==> config.mk <==
export PLATFORM = sky130hd
export DESIGN_NAME = fifo_capture_ctrl_flat
export DESIGN_NICKNAME = d
export VERILOG_FILES = /design/src/rtl/fifo_capture_ctrl_if.sv /design/src/rtl/fifo_capture_ctrl.sv /design/src/flat_wrapper.sv
export SDC_FILE = /design/constraint.sdc
export NUM_CORES = 1
export LEC_CHECK = 0
export ABC_AREA = 1
export ABC_CLOCK_PERIOD_IN_PS = 4500
export CORE_MARGIN = 1.5
export CORE_UTILIZATION = 53
export CTS_BUF_LIST = sky130_fd_sc_hd__clkbuf_2 sky130_fd_sc_hd__clkbuf_4 sky130_fd_sc_hd__clkbuf_8
export CTS_CLUSTER_DIAMETER = 200
export DETAILED_ROUTE_END_ITERATION = 8
export PLACE_DENSITY_LB_ADDON = 0.15
export SYNTH_ARGS = -nofsm -noshare
export SYNTH_HDL_FRONTEND = slang
export SYNTH_SLANG_ARGS = --single-unit
==> constraint.sdc <==
create_clock -name CLK -period 4.5 [get_ports CLK]
set_input_delay 0.9 -clock CLK [delete_from_list [all_inputs] [get_ports CLK]]
set_output_delay 0.9 -clock CLK [all_outputs]
set_load 0.05 [all_outputs]
==> src/rtl/fifo_capture_ctrl_if.sv <==
// Signal bundle between the capture controller and its environment: command/status,
// ADC sample input, sample-FIFO port and the readout stream.
interface fifo_capture_ctrl_if #(
  parameter int DATA_W = 18,
  parameter int LEN_W  = 15
);
  logic              ARM;
  logic              ABORT;
  logic              TRIG;
  logic [LEN_W-1:0]  SAMPLE_LEN;
  logic [DATA_W-1:0] ADC_DATA;
  logic              ADC_VALID;
  logic              FIFO_WE;
  logic [DATA_W-1:0] FIFO_DATA;
  logic              FIFO_RE;
  logic [DATA_W-1:0] FIFO_Q;
  logic              FIFO_EMPTY;
  logic              FIFO_AFULL;
  logic              FIFO_FULL;
  // Stream: a word moves on a rising edge where OUT_VALID & OUT_READY; OUT_VALID never
  // depends on OUT_READY, and OUT_DATA/OUT_LAST hold while OUT_VALID=1 and OUT_READY=0.
  logic [DATA_W-1:0] OUT_DATA;
  logic              OUT_VALID;
  logic              OUT_READY;
  logic              OUT_LAST;
  logic              BUSY;
  logic              DONE;
  logic              OVF_ERR;
  logic [2:0]        STATE;

  modport master (
    input  ARM, ABORT, TRIG, SAMPLE_LEN, ADC_DATA, ADC_VALID,
    input  FIFO_Q, FIFO_EMPTY, FIFO_AFULL, FIFO_FULL, OUT_READY,
    output FIFO_WE, FIFO_DATA, FIFO_RE, OUT_DATA, OUT_VALID, OUT_LAST,
    output BUSY, DONE, OVF_ERR, STATE
  );

  modport slave (
    output ARM, ABORT, TRIG, SAMPLE_LEN, ADC_DATA, ADC_VALID,
    output FIFO_Q, FIFO_EMPTY, FIFO_AFULL, FIFO_FULL, OUT_READY,
    input  FIFO_WE, FIFO_DATA, FIFO_RE, OUT_DATA, OUT_VALID, OUT_LAST,
    input  BUSY, DONE, OVF_ERR, STATE
  );
endinterface

==> src/rtl/fifo_capture_ctrl.sv <==
// Arm/trigger/capture/drain sequencer for one digitizer channel's sample FIFO,
// with a small skid buffer that absorbs the FIFO read latency under backpressure.
module fifo_capture_ctrl #(
  parameter int DATA_W     = 18,
  parameter int LEN_W      = 15,
  parameter int DEPTH      = 16384,
  parameter int RD_LAT     = 1,
  parameter int SKID_DEPTH = 4
) (
  input logic CLK,
  input logic RESET,
  fifo_capture_ctrl_if.master bus
);
  typedef enum logic [2:0] {
    S_IDLE    = 3'd0,
    S_ARMED   = 3'd1,
    S_CAPTURE = 3'd2,
    S_DRAIN   = 3'd3,
    S_FLUSH   = 3'd4
  } state_t;

  localparam int PTR_W = (SKID_DEPTH > 1) ? $clog2(SKID_DEPTH) : 1;
  localparam int CNT_W = $clog2(SKID_DEPTH + RD_LAT + 1);

  state_t            state_q, state_d;
  logic [LEN_W-1:0]  len_q, len_d;
  logic [LEN_W-1:0]  wr_cnt_q, wr_cnt_d;
  logic [LEN_W-1:0]  rd_cnt_q, rd_cnt_d;
  logic [LEN_W-1:0]  rcv_cnt_q, rcv_cnt_d;
  logic              ovf_q, ovf_d;
  logic              done_q, done_d;
  logic [RD_LAT-1:0] pipe_q;
  logic [DATA_W-1:0] skid_data_q [SKID_DEPTH];
  logic              skid_last_q [SKID_DEPTH];
  logic [PTR_W-1:0]  wp_q, rp_q;
  logic [CNT_W-1:0]  skid_cnt_q, inflight;
  logic              we, re, push, pop, flush_skid, out_valid, last_in;

  always_comb begin
    inflight = '0;
    for (int i = 0; i < RD_LAT; i++) inflight = inflight + CNT_W'(pipe_q[i]);
  end

  assign out_valid = (skid_cnt_q != '0);
  assign pop       = out_valid & bus.OUT_READY;
  // Read data that lands after an abort belongs to a dead frame and is not buffered.
  assign push      = pipe_q[RD_LAT-1] & (state_q == S_DRAIN) & ~flush_skid;
  assign last_in   = (rcv_cnt_q == wr_cnt_q - LEN_W'(1));

  always_comb begin
    state_d    = state_q;
    len_d      = len_q;
    wr_cnt_d   = wr_cnt_q;
    rd_cnt_d   = rd_cnt_q;
    rcv_cnt_d  = rcv_cnt_q;
    ovf_d      = ovf_q;
    done_d     = 1'b0;
    we         = 1'b0;
    re         = 1'b0;
    flush_skid = 1'b0;
    case (state_q)
      S_IDLE: begin
        if (bus.ARM && bus.FIFO_EMPTY && (bus.SAMPLE_LEN != '0)) begin
          len_d     = (bus.SAMPLE_LEN > LEN_W'(DEPTH)) ? LEN_W'(DEPTH) : bus.SAMPLE_LEN;
          ovf_d     = 1'b0;
          wr_cnt_d  = '0;
          rd_cnt_d  = '0;
          rcv_cnt_d = '0;
          state_d   = S_ARMED;
        end
      end
      S_ARMED: begin
        if (bus.ABORT) begin
          flush_skid = 1'b1;
          state_d    = S_FLUSH;
        end else if (bus.TRIG) begin
          state_d = S_CAPTURE;
          if (bus.ADC_VALID && !bus.FIFO_AFULL && !bus.FIFO_FULL) begin
            we       = 1'b1;
            wr_cnt_d = wr_cnt_q + LEN_W'(1);
            if (wr_cnt_d == len_q) state_d = S_DRAIN;
          end
        end
      end
      S_CAPTURE: begin
        if (bus.ABORT) begin
          flush_skid = 1'b1;
          state_d    = S_FLUSH;
        end else if (bus.ADC_VALID) begin
          if (bus.FIFO_AFULL || bus.FIFO_FULL) begin
            // Truncate the frame at what is already stored.
            ovf_d   = 1'b1;
            state_d = S_DRAIN;
          end else begin
            we       = 1'b1;
            wr_cnt_d = wr_cnt_q + LEN_W'(1);
            if (wr_cnt_d == len_q) state_d = S_DRAIN;
          end
        end
      end
      S_DRAIN: begin
        if (bus.ABORT) begin
          flush_skid = 1'b1;
          state_d    = S_FLUSH;
        end else if (wr_cnt_q == '0) begin
          done_d  = 1'b1;
          state_d = S_IDLE;
        end else begin
          re = !bus.FIFO_EMPTY && (rd_cnt_q < wr_cnt_q) &&
               ((skid_cnt_q + inflight) < CNT_W'(SKID_DEPTH));
          if (re)   rd_cnt_d  = rd_cnt_q + LEN_W'(1);
          if (push) rcv_cnt_d = rcv_cnt_q + LEN_W'(1);
          if (pop && skid_last_q[rp_q]) begin
            done_d  = 1'b1;
            state_d = S_IDLE;
          end
        end
      end
      S_FLUSH: begin
        re = !bus.FIFO_EMPTY;
        if (bus.ABORT) flush_skid = 1'b1;
        if (bus.FIFO_EMPTY && (inflight == '0)) state_d = S_IDLE;
      end
      default: state_d = S_IDLE;
    endcase
  end

  always_ff @(posedge CLK or posedge RESET) begin
    if (RESET) begin
      state_q   <= S_IDLE;
      len_q     <= '0;
      wr_cnt_q  <= '0;
      rd_cnt_q  <= '0;
      rcv_cnt_q <= '0;
      ovf_q     <= 1'b0;
      done_q    <= 1'b0;
      pipe_q    <= '0;
    end else begin
      state_q   <= state_d;
      len_q     <= len_d;
      wr_cnt_q  <= wr_cnt_d;
      rd_cnt_q  <= rd_cnt_d;
      rcv_cnt_q <= rcv_cnt_d;
      ovf_q     <= ovf_d;
      done_q    <= done_d;
      pipe_q[0] <= re;
      for (int i = 1; i < RD_LAT; i++) pipe_q[i] <= pipe_q[i-1];
    end
  end

  always_ff @(posedge CLK or posedge RESET) begin
    if (RESET) begin
      wp_q       <= '0;
      rp_q       <= '0;
      skid_cnt_q <= '0;
      for (int i = 0; i < SKID_DEPTH; i++) begin
        skid_data_q[i] <= '0;
        skid_last_q[i] <= 1'b0;
      end
    end else if (flush_skid) begin
      wp_q       <= '0;
      rp_q       <= '0;
      skid_cnt_q <= '0;
    end else begin
      if (push) begin
        skid_data_q[wp_q] <= bus.FIFO_Q;
        skid_last_q[wp_q] <= last_in;
        wp_q <= (wp_q == PTR_W'(SKID_DEPTH - 1)) ? '0 : wp_q + PTR_W'(1);
      end
      if (pop) rp_q <= (rp_q == PTR_W'(SKID_DEPTH - 1)) ? '0 : rp_q + PTR_W'(1);
      case ({push, pop})
        2'b10:   skid_cnt_q <= skid_cnt_q + CNT_W'(1);
        2'b01:   skid_cnt_q <= skid_cnt_q - CNT_W'(1);
        default: skid_cnt_q <= skid_cnt_q;
      endcase
    end
  end

  assign bus.FIFO_WE   = we;
  assign bus.FIFO_DATA = we ? bus.ADC_DATA : '0;
  assign bus.FIFO_RE   = re;
  assign bus.OUT_VALID = out_valid;
  assign bus.OUT_DATA  = out_valid ? skid_data_q[rp_q] : '0;
  assign bus.OUT_LAST  = out_valid & skid_last_q[rp_q];
  assign bus.BUSY      = (state_q != S_IDLE);
  assign bus.DONE      = done_q;
  assign bus.OVF_ERR   = ovf_q;
  assign bus.STATE     = state_q;
endmodule
==> src/flat_wrapper.sv <==
// flat-port wrapper written by rule: the top's interface ports become plain ports
module fifo_capture_ctrl_flat 
#(
  parameter int DATA_W     = 18,
  parameter int LEN_W      = 15,
  parameter int DEPTH      = 16384,
  parameter int RD_LAT     = 1,
  parameter int SKID_DEPTH = 4
)
  (CLK, RESET, bus_ARM, bus_ABORT, bus_TRIG, bus_SAMPLE_LEN, bus_ADC_DATA, bus_ADC_VALID, bus_FIFO_Q, bus_FIFO_EMPTY, bus_FIFO_AFULL, bus_FIFO_FULL, bus_OUT_READY, bus_FIFO_WE, bus_FIFO_DATA, bus_FIFO_RE, bus_OUT_DATA, bus_OUT_VALID, bus_OUT_LAST, bus_BUSY, bus_DONE, bus_OVF_ERR, bus_STATE);
  fifo_capture_ctrl_if #(.DATA_W(DATA_W), .LEN_W(LEN_W)) bus_i ();
  input logic CLK;
  input logic RESET;
  input wire logic [$bits(bus_i.ARM)-1:0] bus_ARM;
  input wire logic [$bits(bus_i.ABORT)-1:0] bus_ABORT;
  input wire logic [$bits(bus_i.TRIG)-1:0] bus_TRIG;
  input wire logic [$bits(bus_i.SAMPLE_LEN)-1:0] bus_SAMPLE_LEN;
  input wire logic [$bits(bus_i.ADC_DATA)-1:0] bus_ADC_DATA;
  input wire logic [$bits(bus_i.ADC_VALID)-1:0] bus_ADC_VALID;
  input wire logic [$bits(bus_i.FIFO_Q)-1:0] bus_FIFO_Q;
  input wire logic [$bits(bus_i.FIFO_EMPTY)-1:0] bus_FIFO_EMPTY;
  input wire logic [$bits(bus_i.FIFO_AFULL)-1:0] bus_FIFO_AFULL;
  input wire logic [$bits(bus_i.FIFO_FULL)-1:0] bus_FIFO_FULL;
  input wire logic [$bits(bus_i.OUT_READY)-1:0] bus_OUT_READY;
  output wire logic [$bits(bus_i.FIFO_WE)-1:0] bus_FIFO_WE;
  output wire logic [$bits(bus_i.FIFO_DATA)-1:0] bus_FIFO_DATA;
  output wire logic [$bits(bus_i.FIFO_RE)-1:0] bus_FIFO_RE;
  output wire logic [$bits(bus_i.OUT_DATA)-1:0] bus_OUT_DATA;
  output wire logic [$bits(bus_i.OUT_VALID)-1:0] bus_OUT_VALID;
  output wire logic [$bits(bus_i.OUT_LAST)-1:0] bus_OUT_LAST;
  output wire logic [$bits(bus_i.BUSY)-1:0] bus_BUSY;
  output wire logic [$bits(bus_i.DONE)-1:0] bus_DONE;
  output wire logic [$bits(bus_i.OVF_ERR)-1:0] bus_OVF_ERR;
  output wire logic [$bits(bus_i.STATE)-1:0] bus_STATE;
  assign bus_i.ARM = bus_ARM;
  assign bus_i.ABORT = bus_ABORT;
  assign bus_i.TRIG = bus_TRIG;
  assign bus_i.SAMPLE_LEN = bus_SAMPLE_LEN;
  assign bus_i.ADC_DATA = bus_ADC_DATA;
  assign bus_i.ADC_VALID = bus_ADC_VALID;
  assign bus_i.FIFO_Q = bus_FIFO_Q;
  assign bus_i.FIFO_EMPTY = bus_FIFO_EMPTY;
  assign bus_i.FIFO_AFULL = bus_FIFO_AFULL;
  assign bus_i.FIFO_FULL = bus_FIFO_FULL;
  assign bus_i.OUT_READY = bus_OUT_READY;
  assign bus_FIFO_WE = bus_i.FIFO_WE;
  assign bus_FIFO_DATA = bus_i.FIFO_DATA;
  assign bus_FIFO_RE = bus_i.FIFO_RE;
  assign bus_OUT_DATA = bus_i.OUT_DATA;
  assign bus_OUT_VALID = bus_i.OUT_VALID;
  assign bus_OUT_LAST = bus_i.OUT_LAST;
  assign bus_BUSY = bus_i.BUSY;
  assign bus_DONE = bus_i.DONE;
  assign bus_OVF_ERR = bus_i.OVF_ERR;
  assign bus_STATE = bus_i.STATE;
  fifo_capture_ctrl #(.DATA_W(DATA_W), .LEN_W(LEN_W), .DEPTH(DEPTH), .RD_LAT(RD_LAT), .SKID_DEPTH(SKID_DEPTH)) u_core (.CLK(CLK), .RESET(RESET), .bus(bus_i));
endmodule
Yosys cells after proc, flatten, opt, wreduce, memory -nomap -nowiden
Cells that the tools add are included.
- flip-flop bits (word level): 149
- input port bits: 61
- add/sub/neg operators: 9
- order comparisons: 6
- equality and inequality tests: 27
- muxes and demuxes: 74
- bitwise gates (word level): 7
- reduce and logical (&&, ||, !) cells: 33
- operators by type and width (operator ; number):
    2-to-1 mux 15 bit ; 14
    2-to-1 mux 18 bit ; 5
    bitwise mux 72 bit ; 1
    case mux 15 bit (2 select lines) ; 2
    adder 15 x 1 -> 15 bit, second input constant ; 3
    case mux 15 bit (3 select lines) ; 1
    2-to-1 mux 3 bit ; 13
    binary-select mux 18 bit (select 2 bit) ; 1
    demux 18 bit (select 2 bit) ; 1
    equality test 15 bit ; 2
    2-to-1 mux 1 bit ; 22
    inequality test 2 bit, second input constant ; 8
    greater-than comparator 15 bit, second input constant ; 1
    zero test 15 bit ; 1
    less-than comparator 15 bit ; 1
    case mux 3 bit (5 select lines) ; 1
    AND reduction 5 bit ; 3
    nonzero test 15 bit ; 1
    subtractor 15 x 1 -> 15 bit, second input constant ; 1
    2-to-1 mux 2 bit ; 6
    nonzero test 3 bit ; 4
    inequality test 2 x 1 -> 1 bit, second input constant ; 5
    logical AND 1 bit ; 9
    AND reduction 8 bit ; 1
    other kinds (30) ; 49

Logic depth before layout (Yosys ltp)
Gate-level depths: netlist of the first run.
- depth after elaboration: 9
- gate-level depth with buffers: 17
- gate-level depth less buffers: 17

Worst setup path before layout of the first run
Ideal clock, no wire load.
- path type: input port to output port
- start: input port bus_FIFO_AFULL
- end: output port bus_FIFO_DATA[0]
- arrival time: 2.233 ns
- data required time: 3.600 ns
- setup slack: 1.367 ns
- stages: 6
- buffers on the path: 1
- cells stage by stage: nor2_1 nand3_1 nor2_1 a22oi_1 clkbuf_1 nor2_1
- longest elaborated chain between the ends: 8
- elaborated cells on any way between the ends: 12
- classes of those cells: 8 x mux; 4 x reduce/logical
- ends and longest elaborated chain (what ; RTL line ; source):
    start: declaration ; flat_wrapper.sv:22 ; input wire logic [$bits(bus_i.FIFO_AFULL)-1:0] bus_FIFO_AFULL;
    zero test 1 bit ; fifo_capture_ctrl.sv:78 ; if (bus.ADC_VALID && !bus.FIFO_AFULL && !bus.FIFO_FULL) begin
    logical AND 1 bit (2 in series) ; fifo_capture_ctrl.sv:78 ;
    2-to-1 mux 1 bit ; fifo_capture_ctrl.sv:78 ;
    2-to-1 mux 1 bit ; fifo_capture_ctrl.sv:76 ; end else if (bus.TRIG) begin
    2-to-1 mux 1 bit ; fifo_capture_ctrl.sv:73 ; if (bus.ABORT) begin
    case mux 1 bit (2 select lines) (*) ; fifo_capture_ctrl.sv:61 ; case (state_q)
    2-to-1 mux 18 bit (*) ; fifo_capture_ctrl.sv:180 ; assign bus.FIFO_DATA = we ? bus.ADC_DATA : '0;
    end: declaration ; flat_wrapper.sv:26 ; output wire logic [$bits(bus_i.FIFO_DATA)-1:0] bus_FIFO_DATA;
Every way passes the cells marked *; elsewhere a longest branch is shown, timed or not.

Worst setup path after layout of the first run
- start: input port bus_ABORT
- end: output port bus_FIFO_WE
- longest elaborated chain between the ends: 2
- elaborated cells on any way between the ends: 3
- classes of those cells: 3 x mux
- ends and longest elaborated chain (what ; RTL line ; source):
    start: declaration ; flat_wrapper.sv:15 ; input wire logic [$bits(bus_i.ABORT)-1:0] bus_ABORT;
    2-to-1 mux 1 bit, on equally long branches ; fifo_capture_ctrl.sv:86, fifo_capture_ctrl.sv:73 ;
    case mux 1 bit (2 select lines) (*) ; fifo_capture_ctrl.sv:61 ;
    end: declaration ; flat_wrapper.sv:25 ; output wire logic [$bits(bus_i.FIFO_WE)-1:0] bus_FIFO_WE;
Marks and branches as above.

==> run metrics, run 1 <==
Post-synth EDFFs=0; post-CTS sizing=0; combinational share of power=0.425; DRC=0; Clk pwr share=0.231; GR Overflow Total=0; Net Sw Power=1.95 mW; IO Port Bufs=106; ys flop type=dfrtp_1; routed len/inst=between 10 and 15 um; clk sinks=approximately 150; Hold Vio Cnt, Final=0; final-report setup violation count=0; Peak VDD IR=354 uV; RSZ-0062 raised after global routing=no; kind of critical path=in -> out; Sw Share=0.419; R2R Setup Slk=1730 ps; number of hold buffers added after CTS=0; asr flop ratio synth=1.00; Vias/cell=5.29; count of filler cells inserted in the layout=1512; cell-internal power=~2.7 mW; Hold Path Origin=u_core.skid_last_q[3]; #FFs+latches synth=about 150; Crit path top cell by count=clkdlybuf4s50_1; setup TNS=0 ps; Post-Syn Nets=1310; min cycle time layout=4070 ps; clk root buf=clkbuf_8; crit path capture type=primary output; hold depth=2; core area=16700 sq um; Seq pwr share=0.344; clock latency on the worst-skew pair=around 460 ps; most frequent cell after synthesis=nand2_1; CP arrival=3170 ps; die area=18100 sq um; Commonest cells post-synth=283 x nand2_1, 149 x dfrtp_1, 136 x nor2_1, 132 x inv_1, 79 x o21ai_0; CTS Buf Count=17; share of the synthesized area in the top cell type=0.408; initial antenna violation count=0; WHS=between 400 and 500 ps; layout cells sized above 1=0.0924; Slowest Stage Delay on Critical Path=between 800 and 900 ps; synthesized instance count=1224; Nets=1394; total wire length=21.0 mm; via count=8143; crit path buf inv count=5; syn avg cell area=7.47 sq um; period utilization=0.903; Slew headroom=0.278; Mapped Area=between 9000 and 10000 sq um; vias in the first global route=between 7000 and 8000; ANT cells=0; first-pass GRT wire length=35.9 mm; critical path's top delay family=buffers and inverters; max-cap viol count=0; Worst Path Required=3600 ps; CP max FO=20; Yosys cell types=50; Layout area overhead=17.7%; Final Max Slew Viols=0; fin area=10800 sq um; CTS tree=yes; Starting Density=0.548; Area after DPL=a little over 10000 sq um; Yosys Warn Count=0; Post-CTS Setup Inserts=0; io pins=around 110; synth top area cells=dfrtp_1 41%, nand2_1 12%, nor2_1 5.6%; drt pass-1 iters=6; largest net degree at the start of global routing=58; DP HPWL=roughly 15 mm; R2R depth=12; Worst-Margin Slew=1080 ps; Peak Freq=about 250 MHz; width of the die=134 um; 1st-iter DRT viols=474; GRT Resource Usage Total=0.245; Startpoint Class=input pin; Power per Cell Area=between 400 and 500 nW/um^2; Die Ht=134 um; HP Class=reg -> reg; register area share after synthesis=0.408; critical-path cell with the highest stage delay=clkdlybuf4s50_1; clock buffer depth=2; outcome=finished clean; reg2reg end=u_core.rcv_cnt_q[0]; ANT nets after route=0; Synth area leader=dfrtp_1; # rows=47; clock-pin slew on the worst setup and hold paths=70 ps; R2R Path Start=u_core.wr_cnt_q[0]; hold endpoint=u_core.skid_last_q[3]; final setup skew=9.61 ps; routability congestion estimate=a little under 0.9; # H-tree levels=4; sequence of cells on the critical path=clkdlybuf4s50_1 > inv_2 > nand3_1 > nor2_1 > a22oi_2 > buf_4 > inv_1 > clkdlybuf4s50_1; Leak Pwr=approximately 5 nW
worst register-to-register path: cells and delay by family (launching register included):
| family | cells | cell delay (ps) |
|---|---|---|
| fa+ha+maj | 1 | 280 |
| buf+inv | 3 | 570 |
| compound gates | 2 | 570 |
| simple gates | 6 | 780 |
| flops | 1 | 510 |
metrics by stage:
step | setup WS (ps) | util | power, mW | cells
after floorplan | 1370 | - | 3.02 | 1224
after global placement | 554 | 0.621 | 3.58 | 1509
after detailed placement | 470 | 0.621 | 3.61 | 1509
after CTS | 456 | 0.645 | 4.68 | 1540
after global routing | 303 | 0.645 | 4.93 | 1540
final | 434 | 0.645 | 4.65 | 1540
cell families (layout without fill, tap and decap cells):
family                   after synthesis  in the layout  share of synthesized area
AND/OR/NAND/NOR                      583            583                      0.283
XOR/XNOR                              51             51                     0.0518
flip-flops                           149            149                      0.408
AO/OA/AOI/OAI                        214            214                      0.133
adder cells (fa/ha/maj)               25             25                     0.0350
buffers and inverters                202            298                     0.0899
state kept, by name, summed over array words and instances, names as in the netlist, 2 cells and up:
| name | flops |
|---|---|
| u_core.bus.STATE | 3 |
| u_core.len_q | 15 |
| u_core.rcv_cnt_q | 15 |
| u_core.rd_cnt_q | 15 |
| u_core.rp_q | 2 |
| u_core.skid_cnt_q | 3 |
| u_core.skid_data_q | 72 |
| u_core.skid_last_q | 4 |
| u_core.wp_q | 2 |
| u_core.wr_cnt_q | 15 |
layout make-up:
cell class	instances	area, sq um	share of cell area
Clock buffer	18	248	0.0230
Clock inverter	13	159	0.0148
Inverter	145	548	0.0509
Multi-Input combinational cell	873	4610	0.428
Sequential cell	149	3730	0.346
Tap cell	220	275	0.0256
Timing Repair Buffer	122	1200	0.112
layout by cell type, fill, tap and decap left out, types with 7 or more instances in the layout:
cell type and instances:
nand2_1 283, dfrtp_1 148, nor2_1 136, inv_1 131
clkdlybuf4s50_1 105, o21ai_0 79, nand3_1 74, o21ai_1 56
xor2_1 35, a21oi_1 35, ha_1 24, o211ai_1 19
clkbuf_8 18, nand2_2 17, nor3_1 16, o21ai_2 15
buf_4 15, nand4_1 14, xnor2_1 14, inv_2 12
or2_2 7
layer usage:
metal | global-route usage | up-vias | wire [um]
met3 | 0.0420 | 32 | 1090
met2 | 0.411 | 228 | 9910
met5 | 0 | - | 0
li1 | - | 4107 | -
met4 | 0.0842 | 0 | 405
met1 | 0.322 | 3776 | 9560
power by group through the flow:
stage / Clock [mW] / Combinational [mW] / Sequential (mW)
detailed placement: 0 / 1.98 / 1.62
global route: 1.15 / 2.16 / 1.62
finish: 1.07 / 1.97 / 1.60
CTS: 1.10 / 1.99 / 1.60
global placement: 0 / 1.96 / 1.62
floorplan: 0 / 1.38 / 1.64
how the worst max path moves through the flow:
stage	startpoint	end	slack, ps	cells past startpoint
6_report	bus_ABORT	bus_FIFO_WE	430	8
5_1_grt	bus_ABORT	bus_FIFO_WE	300	8
4_1_cts	bus_ABORT	bus_FIFO_WE	460	8
3_5_place_dp	bus_ABORT	bus_FIFO_WE	470	8
3_3_place_gp	bus_ABORT	bus_FIFO_WE	550	8
2_1_floorplan	bus_FIFO_AFULL	bus_FIFO_DATA[0]	1370	6
Note: power is estimated with default switching activity, not from simulation.
==> run 2: changes to the inputs <==
Settings changed: CORE_UTILIZATION 53 to 52, CTS_BUF_LIST sky130_fd_sc_hd__clkbuf_2 sky130_fd_sc_hd__clkbuf_4 sky130_fd_sc_hd__clkbuf_8 to sky130_fd_sc_hd__clkbuf_16, PLACE_DENSITY_LB_ADDON 0.15 to 0.25.
==> run 2 against run 1 <==
Net effect: via count fell by 0.58%; sequential power hardly changed; critical path depth unchanged; global-route usage shrank 0.18 points; maximum frequency is 1.2% higher; clock power up 22%; combinational power is essentially flat; non-clock buffer count down 2; clock-buffer cell count decreased by 1; total power rose by 5.0%; critical path type unchanged; critical endpoint unchanged.
==> run metrics, run 2 (synthesized netlist as in run 1, its figures left out) <==
outcome=finished clean; number of hold buffers added after CTS=0; initial antenna violation count=0; Nets=1392; crit path capture type=primary output; Slew headroom=0.276; via count=8096; routed len/inst=13.7 um; Top reg by flops=u_core.skid_data_q; Vias/cell=roughly 5.2; CTS tree=yes; clock buffer depth=2; kind of critical path=in -> out; clock-pin slew on the worst setup and hold paths=approximately 60 ps; # H-tree levels=4; Largest register FFs=72; met2 track demand over resource=0.412; Die Ht=136 um; min cycle time layout=4020 ps; CP max FO=13; layout cells sized above 1=0.0887; final setup skew=9.47 ps; met1 usage=0.313; DRC=0; clk root buf=clkbuf_16; ANT cells=0; clk sinks=roughly 150; hold depth=2; Startpoint Class=input pin; # rows=48; HP Class=reg -> reg; die area=roughly 18000 sq um; Layout Utilization=0.631; most frequent cells in the layout=283 x nand2_1, 149 x dfrtp_1, 136 x nor2_1, 132 x inv_1, 105 x clkdlybuf4s50_1; DP HPWL=14.7 mm; Leak Pwr=4.99 nW; Setup WS pre-CTS=505 ps; Post-CTS Setup Inserts=0; Worst-Margin Slew=1080 ps; Power per Cell Area=448 nW/um^2; ANT nets after route=0; GR peak layer=met2; period utilization=0.893; Final Max Slew Viols=0; GR Layer Usage met3=0.0471; setup TNS=0 ps; largest net degree at the start of global routing=150; max-cap viol count=0; IO Port Bufs=about 110; Inst Count DP=roughly 1500; Hold Vio Cnt, Final=0; CTS Buf Count=17; first-pass GRT wire length=between 30 and 40 mm; drt pass-1 iters=5; Starting Density=0.531; slack of the critical path=483 ps; Non-Filler Instances=1544; commonest non-fill, non-tap cell in the layout=nand2_1; clock latency on the worst-skew pair=430 ps; final-report setup violation count=0; RSZ-0062 raised after global routing=no; Peak VDD IR=349 uV; Power Total=around 4.9 mW; core area=17200 sq um; Layout area overhead=19.0%; width of the die=136 um; Worst Path Required=3600 ps; post-CTS sizing=0; fin area=10900 sq um; GR Overflow Total=0; GRT Resource Usage Total=0.244; WHS=480 ps; CP arrival=3120 ps; vias in the first global route=7615; 1st-iter DRT viols=660; R2R depth=11; total wire length=21.1 mm; Area after DPL=around 10000 sq um; Peak Freq=~250 MHz; io pins=107; routability congestion estimate=roughly 0.94
-- run 2: changes by cell type in the layout (fill, tap and decap cells not counted), moves of 2 or more --
cell and delta:
bufinv_16 -2, clkinv_1 +2, clkbuf_16 +17, clkbuf_8 -18
inv_6 +2, clkinv_4 -2
-- run 2: final cells by class --
type	instances	area, sq um
clock buffer	17	425
clock inverter	15	115
fill	1531	6350
inverter	145	548
multi-input combinational	873	4610
sequential	149	3730
tap	225	282
timing repair buffer	120	1180
-- run 2: worst paths after layout --
check,slack (ps),endpoint,from
worst max-delay path,480,bus_FIFO_WE,bus_ABORT
worst min-delay path,480,u_core.skid_last_q[1],u_core.skid_last_q[1]
worst max register to register,1630,u_core.rcv_cnt_q[5],u_core.wr_cnt_q[0]
worst min register to register,480,u_core.skid_last_q[1],u_core.skid_last_q[1]
max in group asynchronous,2860,u_core.rd_cnt_q[5],RESET
min in group asynchronous,1060,u_core.skid_data_q[3],RESET
-- run 2: layer usage --
layer	vias to the layer above	share of wire	wire length [um]
li1	4099	-	-
met1	3731	0.45	9610
met2	232	0.48	10200
met3	34	0.049	1030
met4	0	0.016	347
met5	-	0	0
-- run 2: critical path: stages --
cell	delay, ps
clkdlybuf4s50_1	520
inv_2	150
nand3_1	100
nor2_1	180
a22oi_2	80
buf_4	210
inv_1	140
clkdlybuf4s50_1	830
-- run 2: report_power, final --
part / total (mW) / switching (mW) / internal (mW) / leakage, nW
sequential: 1.61 / 0.126 / 1.48 / 1.96
combinational: 1.96 / 1.30 / 0.656 / 2.76
clock: 1.31 / 0.562 / 0.751 / 0.265
total: 4.88 / 1.99 / 2.89 / 4.99
==> run 3: changes to the inputs <==
Settings changed: GPL_TIMING_DRIVEN from default to 0.
==> run 3 against run 2 <==
Net effect: total power is 3.8% higher; hold slack barely moved; critical path depth unchanged; critical endpoint is now bus_FIFO_DATA[16]; critical path type unchanged; sequential share of layout area is 0.84 points lower; largest power group unchanged; cell area rose by 2.5%.
==> run metrics, run 3 (synthesized netlist as in run 1, its figures left out) <==
Largest register FFs=72; vias in the first global route=8310; Final Max Slew Viols=0; critical path's top delay family=buffers and inverters; via count=8534; clock buffer depth=2; period utilization=0.958; kind of critical path=in -> out; core area=about 17000 sq um; crit path buf inv count=5; GRT Resource Usage Total=0.274; clock-pin slew on the worst setup and hold paths=approximately 60 ps; worst setup path start=bus_ABORT; RSZ-0062 raised after global routing=no; routed len/inst=14.8 um; setup TNS=0 ps; Reg area=around 3700 sq um; Power per Cell Area=about 450 nW/um^2; max-cap viol count=0; Crit path top cell by count=clkdlybuf4s50_1; Die Ht=136 um; WHS=between 400 and 500 ps; Top reg by flops=u_core.skid_data_q; final-report setup violation count=0; area of the multi-input gates=~4600 sq um; CP arrival=3410 ps; largest net degree at the start of global routing=39; die area=~18000 sq um; clk root buf=clkbuf_16; critical-path cell with the highest stage delay=clkdlybuf4s50_1; Vias/cell=5.36; Starting Density=0.531; min cycle time layout=between 4000 and 5000 ps; Startpoint Class=input pin; Slew headroom=0.581; width of the die=136 um; GR Overflow Total=0; Peak VDD IR=410 uV; most frequent cells in the layout=283 x nand2_1, 149 x dfrtp_1, 136 x nor2_1, 131 x inv_1, 105 x clkdlybuf4s50_1; commonest non-fill, non-tap cell in the layout=nand2_1; DP HPWL=17.5 mm; Hold Path Origin=u_core.skid_last_q[3]; total wire length=23.6 mm; HP Class=reg -> reg; IO Port Bufs=106; Hold Vio Cnt, Final=0; layout cells sized above 1=0.0966; ANT cells=0; count of filler cells inserted in the layout=1495; Leak Pwr=5.13 nW; Peak Freq=232 MHz; drt pass-1 iters=7; outcome=finished clean; DRC=0; # rows=between 40 and 50; Slowest Stage Delay on Critical Path=approximately 710 ps; Worst Path Required=3600 ps; 1st-iter DRT viols=790; CP max FO=10; io pins=107; CTS tree=yes; CTS Buf Count=17; clk sinks=149; sequence of cells on the critical path=clkdlybuf4s50_1 > inv_2 > nand3_1 > inv_1 > a22oi_1 > clkbuf_1 > nor2_1 > clkdlybuf4s50_1; Layout area overhead=21.9%; Nets=1439; ANT nets after route=0; number of hold buffers added after CTS=0; final setup skew=between 10 and 15 ps; clock latency on the worst-skew pair=430 ps; crit path capture type=primary output; routability congestion estimate=0.926; initial antenna violation count=0; # H-tree levels=4; first-pass GRT wire length=39.7 mm; R2R Path Start=u_core.bus.STATE[1]; Worst-Margin Slew=628 ps
run 3: changes by cell type in the layout (fill, tap and decap cells not counted), sizes merged:
cell	previous run	this run
dlymetal6s2s	0	1
bufinv	1	2
buf	15	32
clkinv	9	7
clkbuf	17	46
inv	146	147
run 3: per-layer routing:
layer / up-vias / GRT usage / part of all wire
met2: 325 / 0.473 / 0.49
li1: 4204 / - / -
met1: 3944 / 0.339 / 0.42
met5: - / 0 / 0
met4: 0 / 0.113 / 0.033
met3: 61 / 0.0456 / 0.058
run 3: layout make-up:
cell class                      instances  area share
Timing Repair Buffer                  110       0.103
Sequential cell                       149       0.334
Clock buffer                           17      0.0381
Clock inverter                         15      0.0136
Tap cell                              225      0.0252
Buffer                                 57      0.0250
Inverter                              145      0.0491
Multi-Input combinational cell        873       0.412
run 3: worst min-delay path, stage by stage (launching register included):
cell and delay, ps:
dfrtp_1 340, nand2_1 50, nand2_1 50
run 3: path summary, 6_finish.rpt:
| path | to | slack (ps) | cells past startpoint |
|---|---|---|---|
| setup / recovery | bus_FIFO_DATA[16] | 190 | 8 |
| hold / removal | u_core.skid_last_q[3] | 480 | 2 |
| setup reg to reg | u_core.skid_cnt_q[2] | 2020 | 11 |
| hold reg to reg | u_core.skid_last_q[3] | 480 | 2 |
| max in group asynchronous | u_core.skid_data_q[32] | 2830 | 4 |
| min in group asynchronous | u_core.rcv_cnt_q[4] | 880 | 2 |
run 3: power by group:
part | total (mW) | leakage (nW) | switching, mW | internal (mW)
Clock | 1.41 | 0.273 | 0.591 | 0.817
Sequential | 1.60 | 1.96 | 0.114 | 1.48
Combinational | 2.06 | 2.90 | 1.38 | 0.677
run 3: through the flow:
step                      worst slack (ps)  instance area, sq um  instances   util  total power, mW
after floorplan                       1370                  9150       1224      -             3.02
after global placement                 187                 10500       1555  0.609             3.62
after global routing                  74.1                 11200       1591  0.647             5.34
final                                  189                 11200       1591  0.647             5.07
after CTS                             60.2                 11200       1591  0.647             5.08
after detailed placement               146                 10600       1559  0.614             3.67
run 3: repair_timing:
action | 4_1_cts | 5_1_grt
endpoints found under the setup margin | 0 | 3
setup buffers | 0 | 0
resized for setup | 0 | 3
